**src/rtl/commit_trace_buffer_if.sv**
```systemverilog
// Commit-trace tap and debug read port shared by the CPU side and the trace buffer.
interface commit_trace_buffer_if #(
  parameter int DATA_W = 32,
  parameter int DM_AW  = 32,
  parameter int TS_W   = 16
);
  localparam int ENTRY_W = 2 + TS_W + 5 + 2 * DATA_W + DM_AW;

  logic [31:0]        pc;
  logic               rf_we;
  logic [4:0]         rf_waddr;
  logic [DATA_W-1:0]  rf_wdata;
  logic               dm_we;
  logic [DM_AW-1:0]   dm_addr;
  logic [DATA_W-1:0]  dm_wdata;
  logic               rd_req;
  logic               rd_valid;
  logic [ENTRY_W-1:0] rd_entry;

  modport master (
    output pc, rf_we, rf_waddr, rf_wdata, dm_we, dm_addr, dm_wdata, rd_req,
    input  rd_valid, rd_entry
  );

  modport slave (
    input  pc, rf_we, rf_waddr, rf_wdata, dm_we, dm_addr, dm_wdata, rd_req,
    output rd_valid, rd_entry
  );
endinterface

```
**src/rtl/commit_trace_buffer.sv**
```systemverilog
// Timestamped commit-trace buffer for the single-cycle MIPS CPU: captures register-file
// writes and stores, with stop-when-full, circular and PC-triggered post-capture modes.
module commit_trace_buffer #(
  parameter int DATA_W = 32,
  parameter int DM_AW  = 32,
  parameter int DEPTH  = 16,
  parameter int TS_W   = 16,
  parameter int PCNT_W = 8
) (
  input  logic                     clk,
  input  logic                     rst,
  input  logic                     en,
  input  logic                     clr,
  input  logic [1:0]               mode,
  input  logic [31:0]              trig_pc,
  input  logic [PCNT_W-1:0]        post_cnt,
  commit_trace_buffer_if.slave     bus,
  output logic [$clog2(DEPTH):0]   count,
  output logic                     full,
  output logic                     empty,
  output logic                     overflow,
  output logic [1:0]               state
);
  localparam int AW      = $clog2(DEPTH);
  localparam int ENTRY_W = 2 + TS_W + 5 + 2 * DATA_W + DM_AW;

  typedef enum logic [1:0] {
    IDLE    = 2'd0,
    ARMED   = 2'd1,
    CAPTURE = 2'd2,
    FROZEN  = 2'd3
  } state_t;

  state_t              state_q, state_d;
  logic [1:0]          mode_q;
  logic [PCNT_W-1:0]   post_q, post_d, post_eff;
  logic [TS_W-1:0]     ts;
  logic [ENTRY_W-1:0]  mem [DEPTH];
  logic [ENTRY_W-1:0]  entry;
  logic [AW-1:0]       wptr, rptr;
  logic [AW:0]         cnt;
  logic                event_c, trig_hit, push, pop, is_full, circ, mem_we;

  assign event_c  = bus.rf_we | bus.dm_we;
  assign trig_hit = (state_q == ARMED) && (bus.pc == trig_pc);
  assign push     = en && !clr && event_c && ((state_q == CAPTURE) || trig_hit);
  assign pop      = bus.rd_req && (cnt != '0);
  assign is_full  = (cnt == (AW+1)'(DEPTH));
  assign circ     = (mode_q == 2'd1);
  assign post_eff = (post_cnt == '0) ? PCNT_W'(1) : post_cnt;
  assign mem_we   = push && (!is_full || pop || circ);

  assign entry = {bus.rf_we, bus.dm_we, ts,
                  {5{bus.rf_we}} & bus.rf_waddr,
                  {DATA_W{bus.rf_we}} & bus.rf_wdata,
                  {DM_AW{bus.dm_we}} & bus.dm_addr,
                  {DATA_W{bus.dm_we}} & bus.dm_wdata};

  // The trigger cycle's own event counts toward the post-trigger budget.
  always_comb begin
    state_d = state_q;
    post_d  = post_q;
    if (clr) begin
      state_d = IDLE;
    end else begin
      case (state_q)
        IDLE:    if (en) state_d = (mode == 2'd2) ? ARMED : CAPTURE;
        ARMED: begin
          if (!en) begin
            state_d = IDLE;
          end else if (trig_hit) begin
            post_d  = post_eff - PCNT_W'(event_c);
            state_d = (post_eff == PCNT_W'(event_c)) ? FROZEN : CAPTURE;
          end
        end
        CAPTURE: begin
          if (!en) begin
            state_d = IDLE;
          end else if (mode_q == 2'd2 && push) begin
            post_d = post_q - PCNT_W'(1);
            if (post_q == PCNT_W'(1)) state_d = FROZEN;
          end
        end
        default: state_d = state_q;
      endcase
    end
  end

  always_ff @(posedge clk) begin
    if (rst) begin
      state_q      <= IDLE;
      mode_q       <= '0;
      post_q       <= '0;
      ts           <= '0;
      wptr         <= '0;
      rptr         <= '0;
      cnt          <= '0;
      overflow     <= 1'b0;
      bus.rd_valid <= 1'b0;
      bus.rd_entry <= '0;
    end else begin
      ts           <= ts + 1'b1;
      state_q      <= state_d;
      post_q       <= post_d;
      bus.rd_valid <= 1'b0;
      if (state_q == IDLE && en && !clr) mode_q <= (mode == 2'd3) ? 2'd0 : mode;
      if (clr) begin
        wptr     <= '0;
        rptr     <= '0;
        cnt      <= '0;
        overflow <= 1'b0;
      end else begin
        if (pop) begin
          bus.rd_valid <= 1'b1;
          bus.rd_entry <= mem[rptr];
        end
        // A pop in the same cycle always makes room, so push+pop never overflows.
        if (push && pop) begin
          wptr <= wptr + 1'b1;
          rptr <= rptr + 1'b1;
        end else if (push) begin
          if (!is_full) begin
            wptr <= wptr + 1'b1;
            cnt  <= cnt + 1'b1;
          end else if (circ) begin
            wptr     <= wptr + 1'b1;
            rptr     <= rptr + 1'b1;
            overflow <= 1'b1;
          end else begin
            overflow <= 1'b1;
          end
        end else if (pop) begin
          rptr <= rptr + 1'b1;
          cnt  <= cnt - 1'b1;
        end
      end
    end
  end

  always_ff @(posedge clk) begin
    if (mem_we) mem[wptr] <= entry;
  end

  assign count = cnt;
  assign full  = is_full;
  assign empty = (cnt == '0);
  assign state = state_q;
endmodule

```
**src/flat_wrapper.sv**
```systemverilog
// flat-port wrapper written by rule: the top's interface ports become plain ports
module commit_trace_buffer_flat 
#(
  parameter int DATA_W = 32,
  parameter int DM_AW  = 32,
  parameter int DEPTH  = 16,
  parameter int TS_W   = 16,
  parameter int PCNT_W = 8
)
  (clk, rst, en, clr, mode, trig_pc, post_cnt, count, full, empty, overflow, state, bus_pc, bus_rf_we, bus_rf_waddr, bus_rf_wdata, bus_dm_we, bus_dm_addr, bus_dm_wdata, bus_rd_req, bus_rd_valid, bus_rd_entry);
  commit_trace_buffer_if #(.DATA_W(DATA_W), .DM_AW(DM_AW), .TS_W(TS_W)) bus_i ();
  input  logic clk;
  input  logic rst;
  input  logic en;
  input  logic clr;
  input  logic [1:0] mode;
  input  logic [31:0] trig_pc;
  input  logic [PCNT_W-1:0] post_cnt;
  output logic [$clog2(DEPTH):0] count;
  output logic full;
  output logic empty;
  output logic overflow;
  output logic [1:0] state;
  input wire logic [$bits(bus_i.pc)-1:0] bus_pc;
  input wire logic [$bits(bus_i.rf_we)-1:0] bus_rf_we;
  input wire logic [$bits(bus_i.rf_waddr)-1:0] bus_rf_waddr;
  input wire logic [$bits(bus_i.rf_wdata)-1:0] bus_rf_wdata;
  input wire logic [$bits(bus_i.dm_we)-1:0] bus_dm_we;
  input wire logic [$bits(bus_i.dm_addr)-1:0] bus_dm_addr;
  input wire logic [$bits(bus_i.dm_wdata)-1:0] bus_dm_wdata;
  input wire logic [$bits(bus_i.rd_req)-1:0] bus_rd_req;
  output wire logic [$bits(bus_i.rd_valid)-1:0] bus_rd_valid;
  output wire logic [$bits(bus_i.rd_entry)-1:0] bus_rd_entry;
  assign bus_i.pc = bus_pc;
  assign bus_i.rf_we = bus_rf_we;
  assign bus_i.rf_waddr = bus_rf_waddr;
  assign bus_i.rf_wdata = bus_rf_wdata;
  assign bus_i.dm_we = bus_dm_we;
  assign bus_i.dm_addr = bus_dm_addr;
  assign bus_i.dm_wdata = bus_dm_wdata;
  assign bus_i.rd_req = bus_rd_req;
  assign bus_rd_valid = bus_i.rd_valid;
  assign bus_rd_entry = bus_i.rd_entry;
  commit_trace_buffer #(.DATA_W(DATA_W), .DM_AW(DM_AW), .DEPTH(DEPTH), .TS_W(TS_W), .PCNT_W(PCNT_W)) u_core (.clk(clk), .rst(rst), .en(en), .clr(clr), .mode(mode), .trig_pc(trig_pc), .post_cnt(post_cnt), .bus(bus_i), .count(count), .full(full), .empty(empty), .overflow(overflow), .state(state));
endmodule
```
**config.mk**
```make
export PLATFORM = sky130hd
export DESIGN_NAME = commit_trace_buffer_flat
export DESIGN_NICKNAME = d
export VERILOG_FILES = /design/src/rtl/commit_trace_buffer_if.sv /design/src/rtl/commit_trace_buffer.sv /design/src/flat_wrapper.sv
export SDC_FILE = /design/constraint.sdc
export NUM_CORES = 2
export LEC_CHECK = 0
export BUFFER_PORTS_ARGS = -buffer_cell sky130_fd_sc_hd__buf_2
export CORE_AREA = 10 10 391 393
export CTS_CLUSTER_DIAMETER = 120
export DETAILED_ROUTE_END_ITERATION = 12
export DIE_AREA = 0 0 401 403
export GPL_ROUTABILITY_DRIVEN = 0
export HOLD_SLACK_MARGIN = 0.02
export PLACE_DENSITY_LB_ADDON = 0.2
export SLEW_MARGIN = 5
export SYNTH_ARGS = -nofsm -noshare
export SYNTH_HDL_FRONTEND = slang
export SYNTH_SLANG_ARGS = --single-unit
```
**constraint.sdc**
```tcl
create_clock -name clk -period 4.8 [get_ports clk]
set_input_delay 0 -clock clk [delete_from_list [all_inputs] [get_ports clk]]
set_output_delay 0 -clock clk [all_outputs]
set_load 0.005 [all_outputs]
```
Yosys cells after proc, flatten, opt, wreduce, memory -nomap -nowiden
Memory sizes are Yosys's and may differ from the RTL's. A register that Yosys moved wholly into a read port is not among the register bits. Cells that the tools add are included. Widths: inputs -> output; s select.

Register bits: 43. Bits in writable memories: 1904. Bits of input ports: 182. Output and inout bits: 130. Logic and storage cells: 109. Memories: 1.

Memories: u_core.mem (depth 16, width 119, read ports 1, clocked after Yosys merged registers in 1, wr ports 1, RTL line commit_trace_buffer.sv:38) `logic [ENTRY_W-1:0] mem [DEPTH];`.

Add/sub/neg operators: 7. Equal/unequal tests: 22. Multiplexer cells: 31. Bitwise logic cells: 7. Reduce and logical (&&, ||, !) cells: 32.

Operator list (number): $and 32x32->32 (3); $mux 8 (5); $mux 4 (9); $eq 32x32->1 (1); $add 16x1->16 const B (1); $mux 2 (8); $pmux 8 s2 (1); $mux 5 (3); $ne 3x3->1 const B (5); $logic_and 1x1->1 (10); $ne 2x2->1 const B (5); $reduce_and 3->1 (3); $add 4x1->4 const B (2); $eq 2x2->1 const B (4); $eq 8x1->1 (1); $eq 8x1->1 const B (1); $logic_not 8->1 (1); $sub 8x1->8 (1); $sub 8x1->8 const B (1); $pmux 2 s3 (1); $reduce_and 6->1 (1); $reduce_bool 2->1 (3); $reduce_bool 3->1 (2); $add 5x1->5 const B (1); 17 further kinds (26).

Longest topological paths before layout
Word-level depth: 8. Depth in mapped cells: 13. Gate-level depth less buffers: 12.

Worst setup path after synthesis
OpenSTA, ideal clock, no wires.

Path type: register to register. Start point: register u_core.state_q[0], in the netlist u_core.state[0]. End point: memory u_core.mem[15][0] in the netlist's numbering, enable pin. Arrival: 4.485 ns. Slack: -0.178 ns. Cell stages (with the launch flop): 8. Path buffers: 1. Period minus slack after synthesis: 4.978 ns. Cells stage by stage: dfxtp_1 > ha_1 > nand2_1 > nor4_2 > a31oi_1 > nor2_1 > clkbuf_1 > and3_1.

Cells in the longest elaborated chain, start to end: 7. Elaborated cells on any way between the ends: 8. Those cells by class: eq/ne: 2; mux: 2; reduce/logical: 4.

Ends and longest elaborated chain: from (decl) (RTL line commit_trace_buffer.sv:34) `state_t state_q, state_d;`; from (signal assigned) (RTL line commit_trace_buffer.sv:103) `state_q <= state_d;`; $eq 2x1->1 (RTL line commit_trace_buffer.sv:45) `assign trig_hit = (state_q == ARMED) && (bus.pc == trig_pc);`; $logic_and 1x1->1 (RTL line commit_trace_buffer.sv:45); $logic_or 1x1->1 (*) (RTL line commit_trace_buffer.sv:46) `assign push = en && !clr && event_c && ((state_q == CAPTURE) || trig_hit);`; $logic_and 1x1->1 (*) (RTL line commit_trace_buffer.sv:46); $logic_and 1x1->1 (*) (RTL line commit_trace_buffer.sv:51) `assign mem_we = push && (!is_full || pop || circ);`; $mux 1 (*) (RTL line commit_trace_buffer.sv:141) `if (mem_we) mem[wptr] <= entry;`; $mux 1 (implied by the code) (*) (RTL line commit_trace_buffer.sv:141); to (decl) (RTL line commit_trace_buffer.sv:38).

Every way passes the cells marked *; elsewhere a longest branch is shown, timed or not.

Final worst setup path
Start point: input port bus_pc[25]. End point: register u_core.cnt[4], in the netlist u_core.count[4].

Cells in the longest elaborated chain, start to end: 7. Elaborated cells on any way between the ends: 10. Those cells by class: eq/ne: 2; mux: 1; bitwise: 1; reduce/logical: 6.

Ends and longest elaborated chain: from (decl) (RTL line flat_wrapper.sv:24) `input wire logic [$bits(bus_i.pc)-1:0] bus_pc;`; $eq 32x32->1 (*) (RTL line commit_trace_buffer.sv:45); $logic_and 1x1->1 (*) (RTL line commit_trace_buffer.sv:45); $logic_or 1x1->1 (*) (RTL line commit_trace_buffer.sv:46); $logic_and 1x1->1 (*) (RTL line commit_trace_buffer.sv:46); branches (longest 3 deep; another with $reduce_and 3->1); to (signal assigned) (RTL line commit_trace_buffer.sv:124) `cnt <= cnt + 1'b1;`; to (signal assigned) (RTL line commit_trace_buffer.sv:134) `cnt <= cnt - 1'b1;`; to (decl) (RTL line commit_trace_buffer.sv:41) `logic [AW:0] cnt;`.

Every way passes the cells marked *. A chain may end at the register's enable or synchronous reset.

==> results.txt <==
status: completed
most frequent cells in the layout: edfxtp_1 (1904), mux4_2 (547), buf_2 (309), nand2_1 (251), clkbuf_16 (207)
Rows: 140
P_leak: 28.6 nW
utilization after layout: 63.3%
number of synthesized flops with an enable pin: 1904
Routed WL per cell: 28.6 µm
initial antenna violation count: 8
drc violations: 0
initial core utilization: 54.7%
# H-tree levels: 4
io pins: 312
Core Footprint: 145000 µm²
Antenna Violating Nets Remaining: 0
register area share after synthesis: 76.1%
ANT cells: 0
Post-Synth XOR/XNOR Area: 0.596%
r2r setup slk: 0.78 ns
Slew headroom: 22.1%
CTS tree: built
first-pass GRT wire length: 272 mm
synthesized flop and latch total: 2066
Adder-Cell Fraction of Synth Area: 0.293%
fmax: 222 MHz
clk sink count: 2066
Data arrival, critical path: 5.20 ns
Warnings, synthesis: 0
WHS Path Cells: 4
path depth of the worst reg2reg path: 15
WP data required: 5.50 ns
layout cells sized above 1: 28.6%
Synth Area in Compound Gates: 2.15%
largest family of logic cells by synthesized area: multiplexers
fin nets: 4523
asr flop ratio synth: 0%
Place WS: 1.41 ns
Reg clk slew, reported paths: 0.06 ns
number of global-route vias before repair: 40100
Mapped Area: 79400 µm²
setup_tns: 0 ns
worst hold start: clr
Syn Nets: 3979
Tot Pwr: 39.1 mW
worst hold margin: 0.188 ns
vias: 39300
Crit Path Category: in2reg
max_cap viols: 0
CTS Buf Count: 198
Overflow after GRT: 0
clk buf depth: 3
Die Wd: 401 µm
worst hold path class: in2reg
synth unique cells: 61
RSZ-0062 raised after global routing: no
Tightest Pin Transition: 1.17 ns
r2r endpoint: u_core.count[4]$_SDFFE_PP0P_
startpoint types: primary input
CP Max Fanout: 12
final hold viol count: 0
Worst Setup End Kind: register
minimum clock period: 4.50 ns
via density per instance: 6.13
die span in y: 403 µm
Area growth syn-to-layout: 15.6%
count of final setup violators: 0
Main synth FF type: edfxtp_1
Buffers on Ports: 311
post-CTS setup buffers: 0
WHS Endpoint: u_core.count[4]$_SDFFE_PP0P_
syn avg cell area: 21.0 µm²
clk_lat worst skew: 0.81 ns
IR drop worst, VDD: 361 µV
largest net degree at the start of global routing: 115
PwrDens: 427 nW/µm²
Synth Area in Simple Gates: 3.17%
fin. max-slew vios: 0
Setup WS post-layout: 0.296 ns
die area: 162000 µm²
HPWL Detailed: 99.6 mm
cell count after synthesis: 3779
Detailed Route Iter0 Violations: 3880
commonest non-fill, non-tap cell in the layout: edfxtp_1
final WL: 183 mm
Final period util: 93.8%
FF-to-FF Start: u_core.state[1]$_SDFFE_PP0P_
multiplexer share of the synthesized area: 16.4%
router iterations before antenna repair: 6
Root Driver: clkbuf_16
worst clock skew: 0.0182 ns
Total GRT Usage: 22.6%
==> power by group <==
group / switching [mW] / internal (mW) / leakage (nW) / total (mW)
clock network: 6.46 / 9.08 / 3.20 / 15.5
logic: 1.89 / 1.69 / 7.14 / 3.58
registers: 0.203 / 19.8 / 18.3 / 20.0
total: 8.55 / 30.6 / 28.6 / 39.1
==> sequential cells by signal, indices dropped and copies added, names as in the netlist <==
| register | flops |
|---|---|
| u_core.bus.rd_entry | 119 |
| u_core.bus.rd_valid | 1 |
| u_core.count | 5 |
| u_core.mem | 1904 |
| u_core.mode_q | 2 |
| u_core.overflow | 1 |
| u_core.post_q | 8 |
| u_core.rptr | 4 |
| u_core.state | 2 |
| u_core.ts | 16 |
| u_core.wptr | 4 |
==> metrics by stage <==
stage | cells | area, µm²
after floorplan | 3779 | 79400
after global placement | 5890 | 83800
after detailed placement | 5890 | 83800
after CTS | 6408 | 91800
after global routing | 6408 | 91800
final | 6408 | 91800
==> timing repair <==
item / 4_1_cts / 5_1_grt
hold endpoints to repair: 1773 / 0
resized for setup: 0 / 1
hold buffers: 150 / 0
endpoints found under the setup margin: 0 / 1
==> metal layers <==
layer  track usage, %  up-vias  part of all wire [%]  routed length, µm
met5                0        -                 0.025                 46
met4             6.02        6                   2.2               4050
met3             4.20      258                   7.3              13500
met2             35.1     1648                    48              87200
met1             33.3    20700                    43              78600
li1                 -    16700                     -                  -
==> final cells by class <==
cell class | count | area, µm²
Fill cell | 9733 | 53300
Inverter | 11 | 41.3
Tap cell | 1917 | 2400
Sequential cell | 2066 | 60400
Multi-Input combinational cell | 1491 | 18000
Clock buffer | 270 | 5590
Timing Repair Buffer | 555 | 4370
Clock inverter | 98 | 930
==> cell families (layout without fill, tap and decap cells) <==
family,count (synthesis),count (layout)
adder cells (fa/ha/maj),18,18
XOR/XNOR,54,54
buffers and inverters,222,934
AND/OR/NAND/NOR,528,528
AO/OA/AOI/OAI,277,277
multiplexers,614,614
flip-flops,2066,2066
==> synth_stat cells (all sizes together) (3+ instances only) <==
master     n  area share, %
and3      21           0.17
o21ai     26           0.18
a21oi    144           0.91
a21boi     3          0.028
xor2      13           0.14
nor2      63           0.30
a21o      15           0.14
o31ai      6          0.057
or3        4          0.032
ha        17           0.27
nand2    252            1.2
nand4     15           0.12
a31o       5          0.055
nor3       9          0.057
mux2       5          0.071
nand2b     5          0.039
a211oi    21           0.20
nand3     21           0.13
dfxtp    162            4.1
a41oi     11           0.12
and4       5          0.055
edfxtp  1904             72
or2        4          0.035
inv       11          0.052
buf      105           0.76
clkbuf   106           0.50
mux4     547             16
xnor2     41           0.45
a31oi     19           0.15
nor2b      6          0.047
and2     108           0.85
nor4       8          0.071
a221oi    16           0.18
mux2i     62           0.78
==> critical path, cell delays in order <==
cell and delay [ns]:
dlygate4sd3_1 0.53, buf_2 0.13, xnor2_1 0.14, dlygate4sd3_1 0.58
nand4_1 0.08, dlygate4sd3_1 0.59, nor4_2 0.26, dlygate4sd3_1 0.58
buf_4 0.17, a31o_2 0.27, nand2_2 0.12, fa_1 0.42
a21o_1 0.17, a21o_1 0.18, a211oi_1 0.18, a32oi_1 0.08
dlygate4sd3_1 0.59, mux2i_1 0.12
==> worst max path at each step <==
stage	startpoint	to	slack, ns
2_1_floorplan	u_core.state[0]$_SDFFE_PP0P_	u_core.mem[0][0]$_DFFE_PP_	0.02
3_3_place_gp	u_core.state[1]$_SDFFE_PP0P_	u_core.mem[12][56]$_DFFE_PP_	1.34
3_5_place_dp	u_core.state[1]$_SDFFE_PP0P_	u_core.mem[12][46]$_DFFE_PP_	1.41
4_1_cts	bus_pc[25]	u_core.count[4]$_SDFFE_PP0P_	0.42
5_1_grt	bus_pc[25]	u_core.count[4]$_SDFFE_PP0P_	0.06
6_report	bus_pc[25]	u_core.count[4]$_SDFFE_PP0P_	0.30
Power figures use the tool's default switching activity.
